--- config.mk ---
export PLATFORM = sky130hd
export DESIGN_NAME = key_event_decoder_flat
export DESIGN_NICKNAME = d
export VERILOG_FILES = /design/src/rtl/key_event_pkg.sv /design/src/rtl/key_event_if.sv /design/src/rtl/key_event_timer.sv /design/src/rtl/key_event_decoder.sv /design/src/flat_wrapper.sv
export SDC_FILE = /design/constraint.sdc
export NUM_CORES = 1
export LEC_CHECK = 0
export ABC_AREA = 1
export CAP_MARGIN = 20
export CELL_PAD_IN_SITES_DETAIL_PLACEMENT = 0
export CELL_PAD_IN_SITES_GLOBAL_PLACEMENT = 2
export CORE_UTILIZATION = 37
export DETAILED_ROUTE_END_ITERATION = 7
export HOLD_SLACK_MARGIN = 0.15
export PLACE_DENSITY = 0.82
export SYNTH_ARGS = -nofsm -noshare
export SYNTH_HDL_FRONTEND = slang
export SYNTH_SLANG_ARGS = --single-unit
--- constraint.sdc ---
create_clock -name clk -period 4.09 [get_ports clk]
set_input_delay 1.0225 -clock clk [delete_from_list [all_inputs] [get_ports clk]]
set_output_delay 1.0225 -clock clk [all_outputs]
set_load 0.1 [all_outputs]
--- src/rtl/key_event_pkg.sv ---
// Shared definitions for the key event decoder: one-hot state codes, the
// event bundle and the timer width helper.
package key_event_pkg;

  localparam int NUM_STATES = 5;

  typedef logic [NUM_STATES-1:0] state_t;

  localparam state_t ST_IDLE      = 5'b00001;
  localparam state_t ST_PRESS1    = 5'b00010;
  localparam state_t ST_LONG_HELD = 5'b00100;
  localparam state_t ST_WAIT2     = 5'b01000;
  localparam state_t ST_PRESS2    = 5'b10000;

  typedef struct packed {
    logic click;
    logic dbl;
    logic lng;
    logic rpt;
  } events_t;

  // Width of the shared timer: wide enough for the longest of the three windows.
  function automatic int timer_width(input int long_c, input int dclick_c, input int repeat_c);
    int m;
    m = long_c;
    if (dclick_c > m) m = dclick_c;
    if (repeat_c > m) m = repeat_c;
    return $clog2(m);
  endfunction

endpackage

--- src/rtl/key_event_if.sv ---
// Debouncer-to-decoder link: strobe/level in, one-cycle event pulses out.
// master = key source / consumer side, slave = key_event_decoder.
interface key_event_if;

  logic key_flag;
  logic key_state;
  logic evt_click;
  logic evt_double;
  logic evt_long;
  logic evt_repeat;
  logic pressed;

  modport master (
    output key_flag, key_state,
    input  evt_click, evt_double, evt_long, evt_repeat, pressed
  );

  modport slave (
    input  key_flag, key_state,
    output evt_click, evt_double, evt_long, evt_repeat, pressed
  );

endinterface

--- src/rtl/key_event_timer.sv ---
// Saturating clear/enable counter with a registered compare against a runtime
// limit; hit is high in the cycle the count equals the limit it was armed with.
module key_event_timer
  import key_event_pkg::*;
#(
  parameter int WIDTH = 8
) (
  input  logic             clk,
  input  logic             reset,
  input  logic             clear,
  input  logic             enable,
  input  logic [WIDTH-1:0] limit,
  output logic             hit
);

  logic [WIDTH-1:0] count_q;
  logic [WIDTH-1:0] count_d;

  // NOTE: every combinational output gets a default before any branch so no latch is inferred.
  always_comb begin
    count_d = count_q;
    if (clear) begin
      count_d = '0;
    end else if (enable && (count_q != '1)) begin
      count_d = count_q + 1'b1;
    end
  end

  // Comparing the next count lets hit line up with the cycle the count holds the limit.
  // NOTE: state registers use non-blocking assignments and reset asynchronously.
  always_ff @(posedge clk or posedge reset) begin
    if (reset) begin
      count_q <= '0;
      hit     <= 1'b0;
    end else begin
      count_q <= count_d;
      hit     <= (count_d == limit);
    end
  end

endmodule

--- src/rtl/key_event_decoder.sv ---
// Classifies debounced key strobes into click / double / long / repeat pulses.
// Optional auto-repeat while a long press is held: define KEY_EVENT_REPEAT_EN.
module key_event_decoder
  import key_event_pkg::*;
#(
  parameter int LONG_CYCLES   = 50_000_000,
  parameter int DCLICK_CYCLES = 15_000_000,
  parameter int REPEAT_CYCLES = 10_000_000
) (
  input  logic        clk,
  input  logic        reset,
  key_event_if.slave  bus
);

  localparam int TW = timer_width(LONG_CYCLES, DCLICK_CYCLES, REPEAT_CYCLES);

  localparam logic [TW-1:0] LONG_LIM   = TW'(LONG_CYCLES - 1);
  localparam logic [TW-1:0] DCLICK_LIM = TW'(DCLICK_CYCLES - 1);
`ifdef KEY_EVENT_REPEAT_EN
  localparam logic [TW-1:0] REPEAT_LIM = TW'(REPEAT_CYCLES - 1);
`endif

  logic          press_ev;
  logic          release_ev;
  state_t        state_q;
  state_t        state_d;
  events_t       evt_q;
  events_t       evt_d;
  logic          pressed_q;
  logic          rearm;
  logic          timer_clear;
  logic          timer_hit;
  logic [TW-1:0] timer_limit;

  assign press_ev   = bus.key_flag & ~bus.key_state;
  assign release_ev = bus.key_flag &  bus.key_state;

  // Input events are tested before timer expiry so a coincident strobe wins.
  always_comb begin
    state_d = state_q;
    evt_d   = '0;
    rearm   = 1'b0;
    case (state_q)
      ST_IDLE: begin
        if (press_ev) state_d = ST_PRESS1;
      end
      ST_PRESS1: begin
        if (release_ev) begin
          state_d = ST_WAIT2;
        end else if (timer_hit) begin
          evt_d.lng = 1'b1;
          state_d   = ST_LONG_HELD;
        end
      end
      ST_LONG_HELD: begin
        if (release_ev) begin
          state_d = ST_IDLE;
        end
`ifdef KEY_EVENT_REPEAT_EN
        else if (timer_hit) begin
          evt_d.rpt = 1'b1;
          rearm     = 1'b1;
        end
`endif
      end
      ST_WAIT2: begin
        if (press_ev) begin
          evt_d.dbl = 1'b1;
          state_d   = ST_PRESS2;
        end else if (timer_hit) begin
          evt_d.click = 1'b1;
          state_d     = ST_IDLE;
        end
      end
      ST_PRESS2: begin
        if (release_ev) state_d = ST_IDLE;
      end
      default: begin
        state_d = ST_IDLE;
      end
    endcase
  end

  assign timer_clear = (state_d != state_q) | rearm;

  // The limit follows the state being entered, since hit is registered from the next count.
  always_comb begin
    timer_limit = '1;
    case (state_d)
      ST_PRESS1:    timer_limit = LONG_LIM;
      ST_WAIT2:     timer_limit = DCLICK_LIM;
`ifdef KEY_EVENT_REPEAT_EN
      ST_LONG_HELD: timer_limit = REPEAT_LIM;
`endif
      default:      timer_limit = '1;
    endcase
  end

  key_event_timer #(
    .WIDTH (TW)
  ) u_timer (
    .clk    (clk),
    .reset  (reset),
    .clear  (timer_clear),
    .enable (1'b1),
    .limit  (timer_limit),
    .hit    (timer_hit)
  );

  always_ff @(posedge clk or posedge reset) begin
    if (reset) begin
      state_q   <= ST_IDLE;
      evt_q     <= '0;
      pressed_q <= 1'b0;
    end else begin
      state_q   <= state_d;
      evt_q     <= evt_d;
      pressed_q <= (state_d == ST_PRESS1) | (state_d == ST_LONG_HELD) | (state_d == ST_PRESS2);
    end
  end

  assign bus.evt_click  = evt_q.click;
  assign bus.evt_double = evt_q.dbl;
  assign bus.evt_long   = evt_q.lng;
  assign bus.evt_repeat = evt_q.rpt;  // never set without KEY_EVENT_REPEAT_EN, so constant 0
  assign bus.pressed    = pressed_q;

`ifndef SYNTHESIS
  a_evt_exclusive: assert property (@(posedge clk) disable iff (reset)
    $onehot0({bus.evt_click, bus.evt_double, bus.evt_long, bus.evt_repeat}));
`endif

endmodule

--- src/flat_wrapper.sv ---
// flat-port wrapper written by rule: the top's interface ports become plain ports
module key_event_decoder_flat import key_event_pkg::*;
#(
  parameter int LONG_CYCLES   = 50_000_000,
  parameter int DCLICK_CYCLES = 15_000_000,
  parameter int REPEAT_CYCLES = 10_000_000
)
  (clk, reset, bus_key_flag, bus_key_state, bus_evt_click, bus_evt_double, bus_evt_long, bus_evt_repeat, bus_pressed);
  key_event_if bus_i ();
  input  logic clk;
  input  logic reset;
  input wire logic [$bits(bus_i.key_flag)-1:0] bus_key_flag;
  input wire logic [$bits(bus_i.key_state)-1:0] bus_key_state;
  output wire logic [$bits(bus_i.evt_click)-1:0] bus_evt_click;
  output wire logic [$bits(bus_i.evt_double)-1:0] bus_evt_double;
  output wire logic [$bits(bus_i.evt_long)-1:0] bus_evt_long;
  output wire logic [$bits(bus_i.evt_repeat)-1:0] bus_evt_repeat;
  output wire logic [$bits(bus_i.pressed)-1:0] bus_pressed;
  assign bus_i.key_flag = bus_key_flag;
  assign bus_i.key_state = bus_key_state;
  assign bus_evt_click = bus_i.evt_click;
  assign bus_evt_double = bus_i.evt_double;
  assign bus_evt_long = bus_i.evt_long;
  assign bus_evt_repeat = bus_i.evt_repeat;
  assign bus_pressed = bus_i.pressed;
  key_event_decoder #(.LONG_CYCLES(LONG_CYCLES), .DCLICK_CYCLES(DCLICK_CYCLES), .REPEAT_CYCLES(REPEAT_CYCLES)) u_core (.clk(clk), .reset(reset), .bus(bus_i));
endmodule
# [Yosys cells after proc, flatten, opt, wreduce, memory -nomap -nowiden]
# Cells that the tools add are included.
# W data, S select, Z words.
[word_totals] register_bits=36 input_bits=4 output_inout_bits=5 wordCells=42
[classes] addsub=1 n_eq_ne=12 muxes=16 n_bitwise=5 reduce_logical=1
[ops] operator="$mux W26" count=2
[ops] operator="$pmux W26 S2" count=1
[ops] operator="$mux W5" count=6
[ops] operator="$add A26 B1 Y26 const B" count=1
[ops] operator="$eq A26 B26 Y1" count=1
[ops] operator="$ne A26 B26 Y1 const B" count=1
[ops] operator="$pmux W5 S4" count=1
[ops] operator="$eq A5 B2 Y1 const B" count=2
[ops] operator="$eq A5 B3 Y1 const B" count=2
[ops] operator="$eq A5 B4 Y1 const B" count=2
[ops] operator="$eq A5 B5 Y1 const B" count=2
[ops] operator="$eq A5 B1 Y1 const B" count=1
[ops] operator="$mux W1" count=5
[ops] operator="$ne A5 B5 Y1" count=1
[ops] operator="$and A1 B1 Y1" count=2
[ops] operator="$mux W2" count=1
[ops] operator="$or A1 B1 Y1" count=2
[ops] operator="$reduce_or A2 Y1" count=1
[ops] operator="$not A1 Y1" count=1

# [Depth between registers and ports, before layout]
# Gate-level depths: netlist of run 1.
[depth] word_depth=7 depth_mapped=18 mapped_depth_nobuf=18

# [Modules after synthesis]
# From an unflattened synthesis of run 1, not the netlist that was laid out.
[unflattened] hier_cells=531 hier_area_um2=3200.6
[by_module_without_submodules] module="key_event_timer" instances=1 cells_each=450 area_per_inst_um2=2621.3 seq_area_each_um2=675.6
[by_module_without_submodules] module="key_event_decoder" instances=1 cells_each=81 area_per_inst_um2=579.3 seq_area_each_um2=226.5

# [Worst setup path before layout of run 1]
# No wires, ideal clock.
[synth_timing] kind="input port to flip-flop" start="in bus_key_state" end="reg u_core.u_timer.hit" setup_time_ns=0.071 arrival_time_ns=2.257 slack_ns=1.761 stages=16 n_path_buf=1 path_cell_list="inv_1 > nand2_1 > inv_1 > nor2_1 > nand2_1 > nand2_1 > nor2_2 > nand3_1 > nand2_4 > nand3_4 > buf_6 > nor2_4 > nand2_1 > nand2_1 > nand4_1 > nor2_1"
[synth_via] elab_chain_cells=7 elab_cells_between_ends=14 cone_classes="eq/ne (4); mux (7); bitwise (3)"
[synth_lines] element="start, declared" line_no="flat_wrapper.sv:13" source="input wire logic [$bits(bus_i.key_state)-1:0] bus_key_state;"
[synth_lines] element="$not A1 Y1" line_no="key_event_decoder.sv:35" source="assign press_ev = bus.key_flag & ~bus.key_state;"
[synth_lines] element="$and A1 B1 Y1" line_no="key_event_decoder.sv:35"
[synth_lines] element="$mux W5, on equally long branches" line_no="key_event_decoder.sv:67, key_event_decoder.sv:45"
[synth_lines] element="$pmux W5 S4 *" line_no="key_event_decoder.sv:43" source="case (state_q)"
[synth_lines] element="$ne A5 B5 Y1 *" line_no="key_event_decoder.sv:84" source="assign timer_clear = (state_d != state_q) | rearm;"
[synth_lines] element="$mux W26 *" line_no="key_event_timer.sv:22" source="if (clear) begin"
[synth_lines] element="net u_core.u_timer.count_d[9]" line_no="key_event_timer.sv:17" source="logic [WIDTH-1:0] count_d;"
[synth_lines] element="$eq A26 B26 Y1 *" line_no="key_event_timer.sv:37" source="hit <= (count_d == limit);"
[synth_lines] element="end signal, assigned" line_no="key_event_timer.sv:37"
[synth_lines] element="end, declared" line_no="key_event_timer.sv:13" source="output logic hit"
# Mark *: on every way through the listed nets, which the timed path passes. The rest lies on a longest branch.

# [Worst setup path in the final report of run 1]
# Ends and elaborated chain as after synthesis.

==> results of run 1 <==
cells by family after synthesis:
family | count (synthesis) | share of synthesized area, %
simple gates | 262 | 46.5
flops | 36 | 34.8
fa+ha+maj | 1 | 0.483
other cells | 1 | 0.145
buf+inv | 59 | 9.81
xor+xnor | 11 | 3.72
compound gates | 22 | 4.49
metal layers:
metal  part of all wire [%]  wire length [um]
met1                     52              3670
met2                     44              3050
met3                    2.7               191
met4                    1.1                74
met5                      0                 0
worst paths after layout:
path	slack [ns]	to	from	cells after the start
worst min-delay path	0.61	u_core.bus.evt_long	u_core.u_timer.hit	2
worst min register to register	0.61	u_core.bus.evt_long	u_core.u_timer.hit	2
worst max-delay path	0.96	u_core.u_timer.hit	bus_key_state	15
max in group asynchronous	2.60	u_core.state_q[0]	reset	3
min in group asynchronous	1.14	u_core.u_timer.count_q[1]	reset	3
worst max register to register	1.23	u_core.u_timer.hit	u_core.u_timer.count_q[0]	15
layout by cell type (no fill, tap or decap), types with 7 or more instances in the layout:
cell	netlist	final
a21oi_1	13	13
dfrtp_1	35	35
nand4_1	16	16
inv_1	45	45
nor2_1	57	57
nand2_1	132	132
clkdlybuf4s50_1	0	7
nand3_1	31	31
final cells by class:
type                    instances  area share, %
multi-input cells             297           50.8
flip-flops and latches         36           32.0
clock buffers                   7           3.06
repair buffers                  8           2.75
well taps                      96           4.26
inverters                      51           6.79
clock inverters                 1          0.266
synthesized netlist by cell type (3+ instances only):
cell type,n,area (um2)
inv_2,5,18.8
inv_1,45,169
nand2_2,4,25.0
nand3_1,31,155
nand4_1,16,100
dfrtp_1,35,876
nand2_1,132,495
nor2_4,5,56.3
or2_2,3,18.8
a21oi_1,13,65.1
buf_6,3,33.8
xor2_1,5,43.8
o21ai_0,6,30.0
xnor2_1,6,52.6
nor2_1,57,214
critical path: stages:
cell and delay, ns:
clkdlybuf4s50_1 0.49, inv_1 0.04, nand2_1 0.10, inv_1 0.08, nor2_1 0.08, nand2_1 0.07
nand3_1 0.10, nand2_2 0.07, nor2_4 0.37, nand3_4 0.28, a21oi_2 0.23, nand3_1 0.11
nor2_1 0.13, nand2_1 0.07, nor2_1 0.09
sequential cells by signal (all words and copies together) (netlist names):
register / count
u_core.bus.evt_double: 1
u_core.u_timer.count_q: 26
u_core.state_q: 5
u_core.bus.pressed: 1
u_core.bus.evt_long: 1
u_core.u_timer.hit: 1
u_core.bus.evt_click: 1
stage by stage:
step                hold WS, ns  setup WS, ns  util [%]  instances  power, mW
finish                    0.609         0.961      41.5        496       1.02
global route              0.646         0.729      41.5        496       1.08
CTS                       0.614         0.955      41.5        496       1.03
detailed placement        0.600         0.645      40.1        488      0.753
global placement          0.613         0.665      40.1        488      0.751
floorplan                 0.531          1.76         -        392      0.709
power groups by stage:
stage	sequential (mW)	clock [mW]	combinational [mW]
floorplan	0.424	0	0.285
global placement	0.412	0	0.338
detailed placement	0.411	0	0.342
CTS	0.404	0.283	0.343
global route	0.409	0.296	0.377
finish	0.404	0.275	0.337
==> impl_metrics.py, run 1 <==
metrics = {
    "status": {
        "status": "complete, no violations",
    },
    "drt": {
        "firstDrtPassIters": 4,
        "vias_per_cell": 4.68,
        "vias": 2323,
        "finalWirelength_mm": 6.99,
        "drt_iter0_markers": 116,
        "ant_nets": 0,
        "drc_errors": 0,
        "wl_per_cell_um": 14.1,
    },
    "cts": {
        "cts.path.max_buffers": 2,
        "clk_latency_ns": 0.30,
        "htree_levels": 2,
        "root_buffer": "clkbuf_8",
        "cts_tree": "done",
        "clk_pin_slew_worst_paths_ns": 0.07,
        "cts-resized-gates": 0,
        "cts_hold_buf": 0,
        "cts_inserted_buffers": 5,
        "post_cts_buffers": 0,
        "cts.sinks": 36,
    },
    "synthesis": {
        "synth.net_count": 397,
        "yosysSeqAreaShare_pct": 34.8,
        "synth_ff_type": "dfrtp_1",
        "ys_ff_latch": 36,
        "async_flop_share_pct": 100,
        "synth_edf_count": 0,
        "syn_avg_cell_area_um2": 6.60,
        "synthCells": 392,
        "synth.distinct_cells": 35,
        "netlist_area_um2": 2590,
        "yosysWarnings": 0,
    },
    "sta": {
        "setup_tns_ns": 0,
        "drv_slew": 0,
        "fmax_ghz": 0.320,
        "hold_viol": 0,
        "period_share_pct": 76.5,
        "min_period_ns": 3.13,
        "relSlewSlack_pct": 35.2,
        "setup_viol_count_final": 0,
        "worstMarginPinSlew_ns": 0.969,
        "clock-skew-final_ns": 0.00510,
        "rsz0062_at_grt": "false",
    },
    "placement": {
        "postPlaceCellArea_um2": 2720,
        "numPortBuffers": 7,
        "place_congestion": 0.824,
        "place_hpwl_mm": 5.34,
    },
    "global_route": {
        "met2_usage_pct": 32.1,
        "grt.met1_usage_pct": 29.8,
        "grt.total_usage_pct": 20.7,
        "grt.busiest_layer": "met2",
        "grt_overflow": 0,
        "grt_max_degree": 37,
        "use_met3_pct": 3.75,
        "grt_pass1_wl_mm": 11.6,
        "antenna_found_initial": 0,
        "grt_pass1_vias": 2283,
    },
    "layout": {
        "drive_above_1_share_pct": 9.00,
        "multiInputGateArea_um2": 1430,
        "area_growth_pct": 8.84,
        "n_fill_cell": 726,
        "postLayoutCellArea_um2": 2820,
        "seq_area_um2": 902,
        "nNetsFinal": 404,
        "diodes": 0,
    },
    "power_and_ir_drop": {
        "p_sw_share_pct": 41.4,
        "p_int_mw": 0.595,
        "power_frac_seq_pct": 39.8,
        "comb_power_share_pct": 33.2,
        "power_frac_clock_pct": 27.0,
        "power.switching_mw": 0.421,
        "vdd_drop_max_mv": 0.230,
        "power_density_nw_per_um2": 361,
        "power_leakage_nw": 1.39,
    },
    "floorplanning": {
        "initial_core_util_pct": 38.1,
        "dieArea_um2": 7340,
        "ioPinCount": 9,
        "row_count": 30,
        "die_w_um": 85.6,
        "core_area_um2": 6790,
        "die_h_um": 85.6,
    },
    "worst_setup_path": {
        "cp.arrival_ns": 3.36,
        "start_kind": "primary input",
        "cp_max_fo": 14,
        "cp.required_ns": 4.32,
        "end_kind": "register",
        "critPathKind": "in -> reg",
    },
    "hold_path": {
        "hold_class": "reg -> reg",
    },
    "job": {
        "maxCapViolCount": 0,
    },
}
No activity file was read; power rests on OpenSTA's default activity.
==> run 2: changes to the inputs <==
- CORE_UTILIZATION: 37 -> 34
- PLACE_DENSITY: 0.82 -> 0.76
- clock period: 4.09 -> 3.04 ns (I/O delays scaled with it)
==> impl_metrics.py, run 2 (synthesis gave the netlist of run 1 again) <==
metrics = {
    "placement": {
        "postPlaceCellArea_um2": 2770,
        "placed_cells": 498,
        "place_hpwl_mm": 5.66,
        "place_congestion": 0.815,
        "numPortBuffers": 7,
    },
    "floorplanning": {
        "initial_core_util_pct": 35.5,
        "ioPinCount": 9,
        "dieArea_um2": 7970,
        "core_area_um2": 7290,
        "die_w_um": 89.3,
        "row_count": 31,
        "die_h_um": 89.3,
    },
    "layout": {
        "multiInputGateArea_um2": 1430,
        "final_common_cell": "nand2_1",
        "postLayoutCellArea_um2": 2880,
        "area_growth_pct": 11.3,
        "largestRegisters": "u_core.u_timer.count_q: 26 flops, u_core.state_q: 5 flops",
        "diodes": 0,
        "nNetsFinal": 411,
        "n_fill_cell": 818,
        "drive_above_1_share_pct": 11.8,
        "largest_reg_flops": 26,
        "largest_register": "u_core.u_timer.count_q",
        "final_cell_mix": "132 x nand2_1, 57 x nor2_1, 45 x inv_1",
        "seq_area_um2": 902,
        "fin_cells": 506,
    },
    "worst_setup_path": {
        "cpMostUsedCell": "nand2_1",
        "worstPathCellList": "clkdlybuf4s50_1, inv_1, nand2_1, inv_1, nor2_1, nand2_1, nand2_1, nor2_2, nand2_2, nand2_1, nand2_4, nand3_4, inv_2, nand2_1, nand2_1, nand2_1, nor2_1, nand2_1, nor2_1",
        "start_kind": "primary input",
        "critPathKind": "in -> reg",
        "crit_start": "bus_key_state",
        "cp_max_fo": 14,
        "r2r_start": "u_core.u_timer.count_q[1]",
        "critPathBufInv": 4,
        "critical_path.max_stage_delay_ns": 0.49,
        "cp.required_ns": 3.27,
        "worst_path_dominant_cell_family": "simple AND/OR/NAND/NOR gates",
        "cp.arrival_ns": 2.78,
        "cp_slowest_cell": "clkdlybuf4s50_1",
        "end_kind": "register",
    },
    "sta": {
        "setup_viol_count_final": 0,
        "clock-skew-final_ns": 0.0124,
        "hold_viol": 0,
        "period_share_pct": 84.0,
        "drv_slew": 0,
        "rsz0062_at_grt": "false",
        "setup_tns_ns": 0,
        "min_period_ns": 2.55,
        "fmax_ghz": 0.392,
    },
    "global_route": {
        "antenna_found_initial": 0,
        "grt_overflow": 0,
        "grt.total_usage_pct": 20.3,
        "grt_pass1_vias": 2306,
        "grt_max_degree": 37,
        "grt_pass1_wl_mm": 11.9,
    },
    "cts": {
        "cts.path.max_buffers": 2,
        "root_buffer": "clkbuf_8",
        "cts.sinks": 36,
        "htree_levels": 2,
        "cts_inserted_buffers": 5,
        "cts_tree": "done",
        "post_cts_buffers": 0,
        "cts_hold_buf": 0,
        "clk_pin_slew_worst_paths_ns": 0.08,
        "cts-resized-gates": 0,
        "clk_latency_ns": 0.30,
    },
    "hold_path": {
        "hold_class": "reg -> reg",
        "holdCritStartpoint": "u_core.u_timer.hit",
    },
    "drt": {
        "route.met2.wl_mm": 3.32,
        "finalWirelength_mm": 7.19,
        "ant_nets": 0,
        "drt_iter0_markers": 114,
        "route.top_layer_used": "met4",
        "wl_met1_mm": 3.63,
        "vias_per_cell": 4.74,
        "vias": 2398,
        "wl_per_cell_um": 14.2,
        "drc_errors": 0,
        "wl_met3_um": 160,
        "firstDrtPassIters": 4,
    },
    "power_and_ir_drop": {
        "power_density_nw_per_um2": 507,
        "power_leakage_nw": 1.44,
        "total_power_mw": 1.46,
        "vdd_drop_max_mv": 0.266,
    },
    "job": {
        "maxCapViolCount": 0,
    },
    "status": {
        "status": "complete, no violations",
    },
}
run 2: through the flow:
step	util (%)	setup slack (ns)	hold slack, ns
6_report	39.5	0.487	0.615
5_1_grt	39.5	0.219	0.640
4_1_cts	39.5	0.479	0.613
3_5_place_dp	38.0	0.166	0.593
3_3_place_gp	38.0	0.211	0.601
2_1_floorplan	-	0.974	0.531
run 2: final timing paths:
check	endpoint	slack (ns)	cells past startpoint
setup / recovery	u_core.u_timer.hit	0.49	19
hold / removal	u_core.bus.evt_long	0.62	2
setup reg to reg	u_core.u_timer.hit	0.59	16
hold reg to reg	u_core.bus.evt_long	0.62	2
max in group asynchronous	u_core.state_q[0]	1.82	3
min in group asynchronous	u_core.u_timer.count_q[3]	0.86	3
run 2: worst register-to-register path: cells and delay by family, from the launching register on:
family | cells | cell delay [ns]
adders and majority gates | 1 | 0.30
and+or+nand+nor | 13 | 1.41
buffers and inverters | 2 | 0.28
DFF | 1 | 0.40
run 2: routing by layer:
metal / global-route usage (%) / up-vias
met5: 0 / -
met4: 5.48 / 0
met3: 2.77 / 6
met2: 33.0 / 26
met1: 28.4 / 1102
li1: - / 1264
run 2: final cells by class:
cell class              count  area share [%]
clock buffers               5            2.39
repair buffers             15            4.17
multi-input cells         297            49.7
inverters                  51            6.64
flip-flops and latches     36            31.3
well taps                  99            4.30
clock inverters             3            1.48
run 2: report_power, final:
group | internal [mW] | switching (mW)
registers | 0.509 | 0.0266
logic | 0.134 | 0.355
clock network | 0.243 | 0.193
==> run 3: changes to the inputs <==
- clock period: 3.04 -> 2.45 ns (I/O delays scaled with it)
==> impl_metrics.py, run 3 (synthesis gave the netlist of run 1 again) <==
metrics = {
    "floorplanning": {
        "core_area_um2": 7290,
        "row_count": 31,
        "die_w_um": 89.3,
        "die_h_um": 89.3,
        "initial_core_util_pct": 35.5,
        "dieArea_um2": 7970,
        "ioPinCount": 9,
    },
    "power_and_ir_drop": {
        "power_density_nw_per_um2": 616,
        "total_power_mw": 1.95,
        "vdd_drop_max_mv": 0.333,
        "power_leakage_nw": 1.62,
    },
    "cts": {
        "htree_levels": 2,
        "cts_hold_buf": 0,
        "clk_latency_ns": 0.30,
        "cts.sinks": 36,
        "clk_pin_slew_worst_paths_ns": 0.08,
        "cts.path.max_buffers": 2,
        "cts_tree": "done",
        "root_buffer": "clkbuf_8",
        "cts_inserted_buffers": 5,
    },
    "drt": {
        "vias_per_cell": 4.70,
        "drc_errors": 0,
        "drt_iter0_markers": 106,
        "firstDrtPassIters": 4,
        "ant_nets": 0,
        "vias": 2517,
        "wl_per_cell_um": 13.8,
        "finalWirelength_mm": 7.36,
    },
    "global_route": {
        "antenna_found_initial": 0,
        "grt_overflow": 0,
        "grt_max_degree": 37,
        "grt_pass1_wl_mm": 12.4,
        "grt_pass1_vias": 2494,
        "grt.total_usage_pct": 21.0,
    },
    "placement": {
        "numPortBuffers": 7,
        "pre_cts_slack_ns": -0.235,
        "place_hpwl_mm": 5.88,
        "place_congestion": 0.860,
        "postPlaceCellArea_um2": 2970,
    },
    "worst_setup_path": {
        "cp_slowest_cell": "dfrtp_1",
        "critPathKind": "reg -> reg",
        "cp.required_ns": 2.67,
        "end_kind": "register",
        "cp_max_fo": 6,
        "critical_path.max_stage_delay_ns": 0.37,
        "cpMostUsedCell": "nand2_1",
        "r2r_start": "u_core.u_timer.count_q[1]",
        "cp.arrival_ns": 2.48,
        "worstPathCellList": "ha_1, buf_4, nand2_1, nor3_4, nand2_1, or2_2, nand3_1, nand4_1, nor2_1, nand2_1, nand2_1, nand4_1, nor2_1",
        "r2r_setup_slack_ns": 0.20,
        "ff2ff_path_depth": 13,
        "start_kind": "register",
        "worstReg2RegEnd": "u_core.u_timer.hit",
    },
    "hold_path": {
        "hold-path-endpoint": "u_core.bus.evt_long",
        "hold_class": "reg -> reg",
        "whs_path_depth": 2,
        "holdCritStartpoint": "u_core.u_timer.hit",
    },
    "layout": {
        "diodes": 0,
        "largest_register": "u_core.u_timer.count_q",
        "final_util_pct": 43.5,
        "nNetsFinal": 440,
        "final_common_cell": "nand2_1",
        "largestRegisters": "u_core.u_timer.count_q: 26 flops, u_core.state_q: 5 flops",
        "final_cell_mix": "130 x nand2_1, 51 x nor2_1, 44 x inv_1",
        "postLayoutCellArea_um2": 3170,
        "area_growth_pct": 22.6,
        "largest_reg_flops": 26,
        "drive_above_1_share_pct": 20.9,
    },
    "sta": {
        "setup_tns_ns": 0,
        "clock-skew-final_ns": 0.0113,
        "setup_viol_count_final": 0,
        "min_period_ns": 2.25,
        "drv_slew": 0,
        "setup_ws_ns": 0.199,
        "hold_viol": 0,
        "fmax_ghz": 0.444,
        "period_share_pct": 91.9,
        "rsz0062_at_grt": "false",
    },
    "job": {
        "maxCapViolCount": 0,
    },
    "status": {
        "status": "complete, no violations",
    },
}
==> run 3: repair_timing <==
| item | 4_1_cts | 5_1_grt |
|---|---|---|
| gates resized for setup | 0 | 23 |
| setup buffers | 0 | 2 |
| setup endpoints to repair | 0 | 1 |
==> run 3: worst max-delay path: cells and delay by family (launching register included) <==
| kind | cells | cell delay, ns |
|---|---|---|
| buf+inv | 1 | 0.15 |
| simple gates | 11 | 1.47 |
| flops | 1 | 0.37 |
| fa+ha+maj | 1 | 0.20 |
==> run 3: area by class of cell <==
cell class	instances	area (um2)
fillers	818	4120
multi-input cells	297	1490
flip-flops and latches	36	902
repair buffers	44	354
inverters	51	194
well taps	99	124
clock buffers	6	72.6
clock inverters	2	35.0
==> run 3: worst max path at each step <==
stage,start,to,slack (ns),cells after the start
after floorplan,u_core.u_timer.count_q[0],u_core.u_timer.hit,0.44,15
after global placement,bus_key_state,u_core.u_timer.hit,-0.23,15
final,u_core.u_timer.count_q[1],u_core.u_timer.hit,0.20,13
after detailed placement,bus_key_state,u_core.u_timer.hit,-0.23,16
after global routing,u_core.u_timer.count_q[15],u_core.u_timer.hit,0.01,13
after CTS,u_core.u_timer.count_q[18],u_core.u_timer.hit,0.03,13
==> run 3: stage by stage <==
stage / cells / hold slack (ns)
floorplan: 392 / 0.531
global placement: 525 / 0.615
detailed placement: 525 / 0.620
CTS: 533 / 0.635
global route: 535 / 0.687
finish: 535 / 0.628
==> run 3: per-layer routing <==
layer	track usage, %	vias to the layer above	part of all wire [%]
met5	0	-	0
met4	4.76	0	0.42
met3	3.05	2	2.3
met2	35.9	32	49
met1	28.2	1168	48
li1	-	1315	-
==> run 3: power breakdown <==
part	switching (mW)	leakage (nW)	internal [mW]
Clock	0.237	0.0552	0.303
Combinational	0.473	1.07	0.278
Sequential	0.0323	0.497	0.632
Total	0.742	1.62	1.21
